--- config.mk ---
export PLATFORM = sky130hd
export DESIGN_NAME = program_loader
export DESIGN_NICKNAME = d
export VERILOG_FILES = /design/src/rtl/program_loader.sv
export SDC_FILE = /design/constraint.sdc
export NUM_CORES = 1
export LEC_CHECK = 0
export CORE_MARGIN = 2
export CORE_UTILIZATION = 49
export CTS_BUF_LIST = sky130_fd_sc_hd__clkbuf_2
export CTS_CLUSTER_DIAMETER = 40
export DETAILED_ROUTE_END_ITERATION = 6
export GPL_TIMING_DRIVEN = 0
export PLACE_DENSITY = 0.83
export SLEW_MARGIN = 5
export SYNTH_ARGS = -nofsm -noshare
export SYNTH_HDL_FRONTEND = slang
export SYNTH_SLANG_ARGS = --single-unit
--- constraint.sdc ---
create_clock -name clk -period 2.02 [get_ports clk]
set_clock_uncertainty 0.05 [all_clocks]
set_input_delay 0.505 -clock clk [delete_from_list [all_inputs] [get_ports clk]]
set_output_delay 0.505 -clock clk [all_outputs]
set_load 0.005 [all_outputs]
--- src/rtl/program_loader.sv ---
// Program loader: streams a length-prefixed, checksummed program into
// instruction memory while holding the CPU in reset.
module program_loader #(
  parameter int INSTR_WIDTH = 8,
  parameter int ADDR_WIDTH  = 4
) (
  input  logic                   clk,
  input  logic                   reset,
  input  logic                   start,
  input  logic                   in_valid,
  input  logic [INSTR_WIDTH-1:0] in_data,
  output logic                   in_ready,
  output logic                   mem_we,
  output logic [ADDR_WIDTH-1:0]  mem_addr,
  output logic [INSTR_WIDTH-1:0] mem_wdata,
  output logic                   cpu_reset,
  output logic                   done,
  output logic                   error
);

  localparam int DEPTH = 2 ** ADDR_WIDTH;
  localparam int CW    = ADDR_WIDTH + 1;
  localparam logic [INSTR_WIDTH:0] DEPTH_W = (INSTR_WIDTH + 1)'(DEPTH);

  localparam logic [2:0] IDLE  = 3'd0;
  localparam logic [2:0] LEN   = 3'd1;
  localparam logic [2:0] LOAD  = 3'd2;
  localparam logic [2:0] CHECK = 3'd3;
  localparam logic [2:0] RUN   = 3'd4;
  localparam logic [2:0] ERR   = 3'd5;

  logic [2:0]             state;
  logic [ADDR_WIDTH-1:0]  addr;
  logic [CW-1:0]          remaining;
  logic [INSTR_WIDTH-1:0] sum;
  logic                   accept;
  logic                   len_bad;

  // Readiness comes from state alone so the upstream sees no comb loop.
  assign in_ready = (state == LEN) || (state == LOAD) || (state == CHECK);
  assign accept   = in_valid & in_ready;
  assign mem_we   = (state == LOAD) & in_valid;
  assign mem_addr = addr;
  assign mem_wdata = in_data;

  assign len_bad = (in_data == '0) || ({1'b0, in_data} > DEPTH_W);

  always_ff @(posedge clk or posedge reset) begin
    if (reset) begin
      state     <= IDLE;
      addr      <= '0;
      remaining <= '0;
      sum       <= '0;
      cpu_reset <= 1'b1;
      done      <= 1'b0;
      error     <= 1'b0;
    end else begin
      case (state)
        IDLE: begin
          if (start) state <= LEN;
        end
        LEN: begin
          if (accept) begin
            if (len_bad) begin
              state <= ERR;
              error <= 1'b1;
            end else begin
              remaining <= in_data[CW-1:0];
              addr      <= '0;
              sum       <= '0;
              state     <= LOAD;
            end
          end
        end
        LOAD: begin
          if (accept) begin
            addr      <= addr + ADDR_WIDTH'(1);
            sum       <= sum + in_data;
            remaining <= remaining - CW'(1);
            if (remaining == CW'(1)) state <= CHECK;
          end
        end
        CHECK: begin
          if (accept) begin
            if (in_data == sum) begin
              state     <= RUN;
              cpu_reset <= 1'b0;
              done      <= 1'b1;
            end else begin
              state <= ERR;
              error <= 1'b1;
            end
          end
        end
        RUN: begin
          if (start) begin
            state     <= LEN;
            cpu_reset <= 1'b1;
            done      <= 1'b0;
          end
        end
        ERR: begin
          if (start) begin
            state <= LEN;
            error <= 1'b0;
          end
        end
        default: state <= IDLE;
      endcase
    end
  end

endmodule

==> impl_metrics.tcl <==
set metrics [dict create \
    maxSlewHeadroom_pct 39.8 \
    start_util_pct 52.1 \
    fillerInstances 285 \
    synth_area_leader_cell "dfrtp_1" \
    drc 0 \
    fin_crit_ns 2.02 \
    nNetsFinal 242 \
    cp_max_fo 4 \
    clock_latency_ns 0.38 \
    synth_warnings 0 \
    placed_cell_area_um2 1940 \
    synth_seq_cells 23 \
    row_count 20 \
    die_h_um 61.5 \
    cts_sinks 23 \
    fin_area_um2 2080 \
    postSynthCellCount 183 \
    cts_buffers 3 \
    vias_per_cell 5.66 \
    wl_per_cell_um 15.1 \
    dieArea_um2 3780 \
    grt_usage_pct 23.2 \
    n_antenna_cell 0 \
    vias 1483 \
    slowest_stage "clkdlybuf4s50_1" \
    avgSynthCellArea_um2 8.84 \
    max_freq_ghz 0.496 \
    ys_types 46 \
    port_buffers 26 \
    drv_slew 0 \
    critPathMaxStageDelay_ns 0.48 \
    yosysTopAreaCellShare_pct 34.0 \
    crit_chain "dlygate4sd2_1 -> buf_4 -> clkdlybuf4s50_1" \
    hold_path_class "input port to flop" \
    die_w_um 61.5 \
    netlist_area_um2 1620 \
    ant_nets 0 \
    arrival_ns 1.46 \
    required_ns 1.46 \
    criticalPathCategory "input port to output pin" \
    antenna_found_initial 0 \
    htree_levels 1 \
    ys.flop_type "dfrtp_1" \
    dp_hpwl_mm 2.63 \
    setup_violations 0 \
    worst_pin_slew_ns 0.902 \
    post_route_cells_drive_above_1_share_pct 24.3 \
    first_iter_violations 57 \
    ir_drop_mv 0.545 \
    clk_path_buf_depth 2 \
    cap_violations 0 \
    grt_max_degree 24 \
    cts_hold_buffers 0 \
    path_clk_slew_ns 0.25 \
    grt_pass1_vias 1444 \
    synth_area_leaders "dfrtp_1 (34%), ha_1 (7.7%), nor2_1 (5.6%)" \
    yosysSeqAreaShare_pct 35.7 \
    finalHoldViolations 0 \
    fin_crit_sh_pct 99.8 \
    gr-total-overflow 0 \
    pwr_density_cell_nw_per_um2 933 \
    dp_cells 253 \
    cp-start-kind "input port" \
    cp-end-kind "output pin" \
    firstDrtPassIters 5 \
    cts_tree "built" \
    syn_nets 206 \
    instances_no_fill 262 \
    grt_pass1_wl_mm 6.40 \
    drt_wl_total_mm 3.96 \
    coreArea_um2 3100 \
    rsz0062_at_grt "yes" \
    gp_congestion 0.880 \
    status "completed" \
    root_buffer "clkbuf_2" \
    synth_edf_count 0 \
    syn_to_final_growth_pct 28.7 \
    p_leak_uw 0.000952 \
    ioPinCount 29 \
    async_reset_ff_share_pct 100 \
]
## metal layers
metal	wire, um	vias to the layer above	global-route usage, %
met1	1720	711	28.4
met3	213	15	5.67
met5	0	-	0
met2	1890	50	40.0
met4	130	0	8.21
li1	-	707	-
## through the flow
stage | util (%) | hold slack [ns] | TNS [ns] | power, uW | setup slack [ns]
6_report | 67.1 | 0.378 | 0 | 1940 | 0.00497
5_1_grt | 67.1 | 0.386 | -0.0776 | 2090 | -0.0251
4_1_cts | 65.7 | 0.384 | 0 | 1850 | 0.00113
3_5_place_dp | 62.5 | 0.433 | -13.26 | 1600 | -0.680
3_3_place_gp | 62.5 | 0.421 | -12.96 | 1560 | -0.651
2_1_floorplan | - | 0.403 | 0 | 1330 | 0.0113
## what timing repair did
item                       in CTS  in global routing
resized for setup              31                 13
hold endpoints to repair        0                  0
pin swaps                       4                  3
setup endpoints to repair      29                 15
setup buffers                   4                  4
## worst max-delay path, delay by kind of cell
kind | cells | cell delay (ns)
buffers and inverters | 3 | 0.95
## logic make-up after synthesis
kind of cell	count (synthesis)	synth area share [%]
simple gates	64	20.0
compound gates	50	20.2
buf+inv	25	9.59
flops	23	35.7
fa+ha+maj	11	8.97
xor+xnor	7	3.79
mux	3	1.86
## final timing paths
path | cells after the start | to | startpoint | slack (ns)
setup / recovery | 3 | mem_wdata[3] | in_data[3] | 0.005
hold / removal | 3 | mem_addr[2] | in_valid | 0.38
setup reg to reg | 6 | remaining[0] | state[1] | 0.02
max in group asynchronous | 2 | state[2] | reset | 0.81
hold reg to reg | 2 | cpu_reset | cpu_reset | 0.47
min in group asynchronous | 2 | mem_addr[3] | reset | 0.52
## cell usage in the layout, fill, tap and decap left out, drive strengths merged, types with 4 or more instances in the layout
cell type and n:
nor2 24, dfrtp 22, buf 22, o21ai 21, clkdlybuf4s50 16, nand2 13
ha 10, a21oi 9, inv 8, clkbuf 7, xnor2 4, nand3 4
a22o 4, dlygate4sd2 4, a211oi 4
## cell type report
class / instances / area [um^2] / share of cell area [%]
well taps: 44 / 55.1 / 2.64
multi-input cells: 135 / 977 / 46.9
repair buffers: 34 / 303 / 14.5
plain buffers: 14 / 113 / 5.41
clock inverters: 1 / 5.00 / 0.240
flip-flops and latches: 23 / 579 / 27.8
clock buffers: 3 / 15.0 / 0.721
inverters: 8 / 35.0 / 1.68
## flip-flops by register name, indices dropped and copies added (netlist names)
register and cells:
sum 8, mem_addr 4, error 1, remaining 5, done 1, state 3, cpu_reset 1
## power by group
group          internal [uW]  switching (uW)  total [uW]  leakage, uW
combinational            501             483         984     0.000640
sequential               615             135         750     0.000296
clock                   44.8             164         209    0.0000164
## cell usage after synthesis (2+ instances only)
library cell	instances
nor2_1	24
dfrtp_1	22
nand2_1	12
o21ai_0	12
ha_1	10
a21oi_1	9
buf_4	9
o21ai_1	8
inv_1	7
a22o_1	4
buf_2	4
nand3_1	4
xnor2_1	4
a211oi_1	3
buf_6	3
mux2i_1	3
nor3_1	3
nor3b_1	3
nor4_1	3
or3_1	3
xor2_1	3
a21o_1	2
and3_1	2
nand2b_1	2
nand4_1	2
o22ai_1	2
No activity file was read; power rests on OpenSTA's default activity.
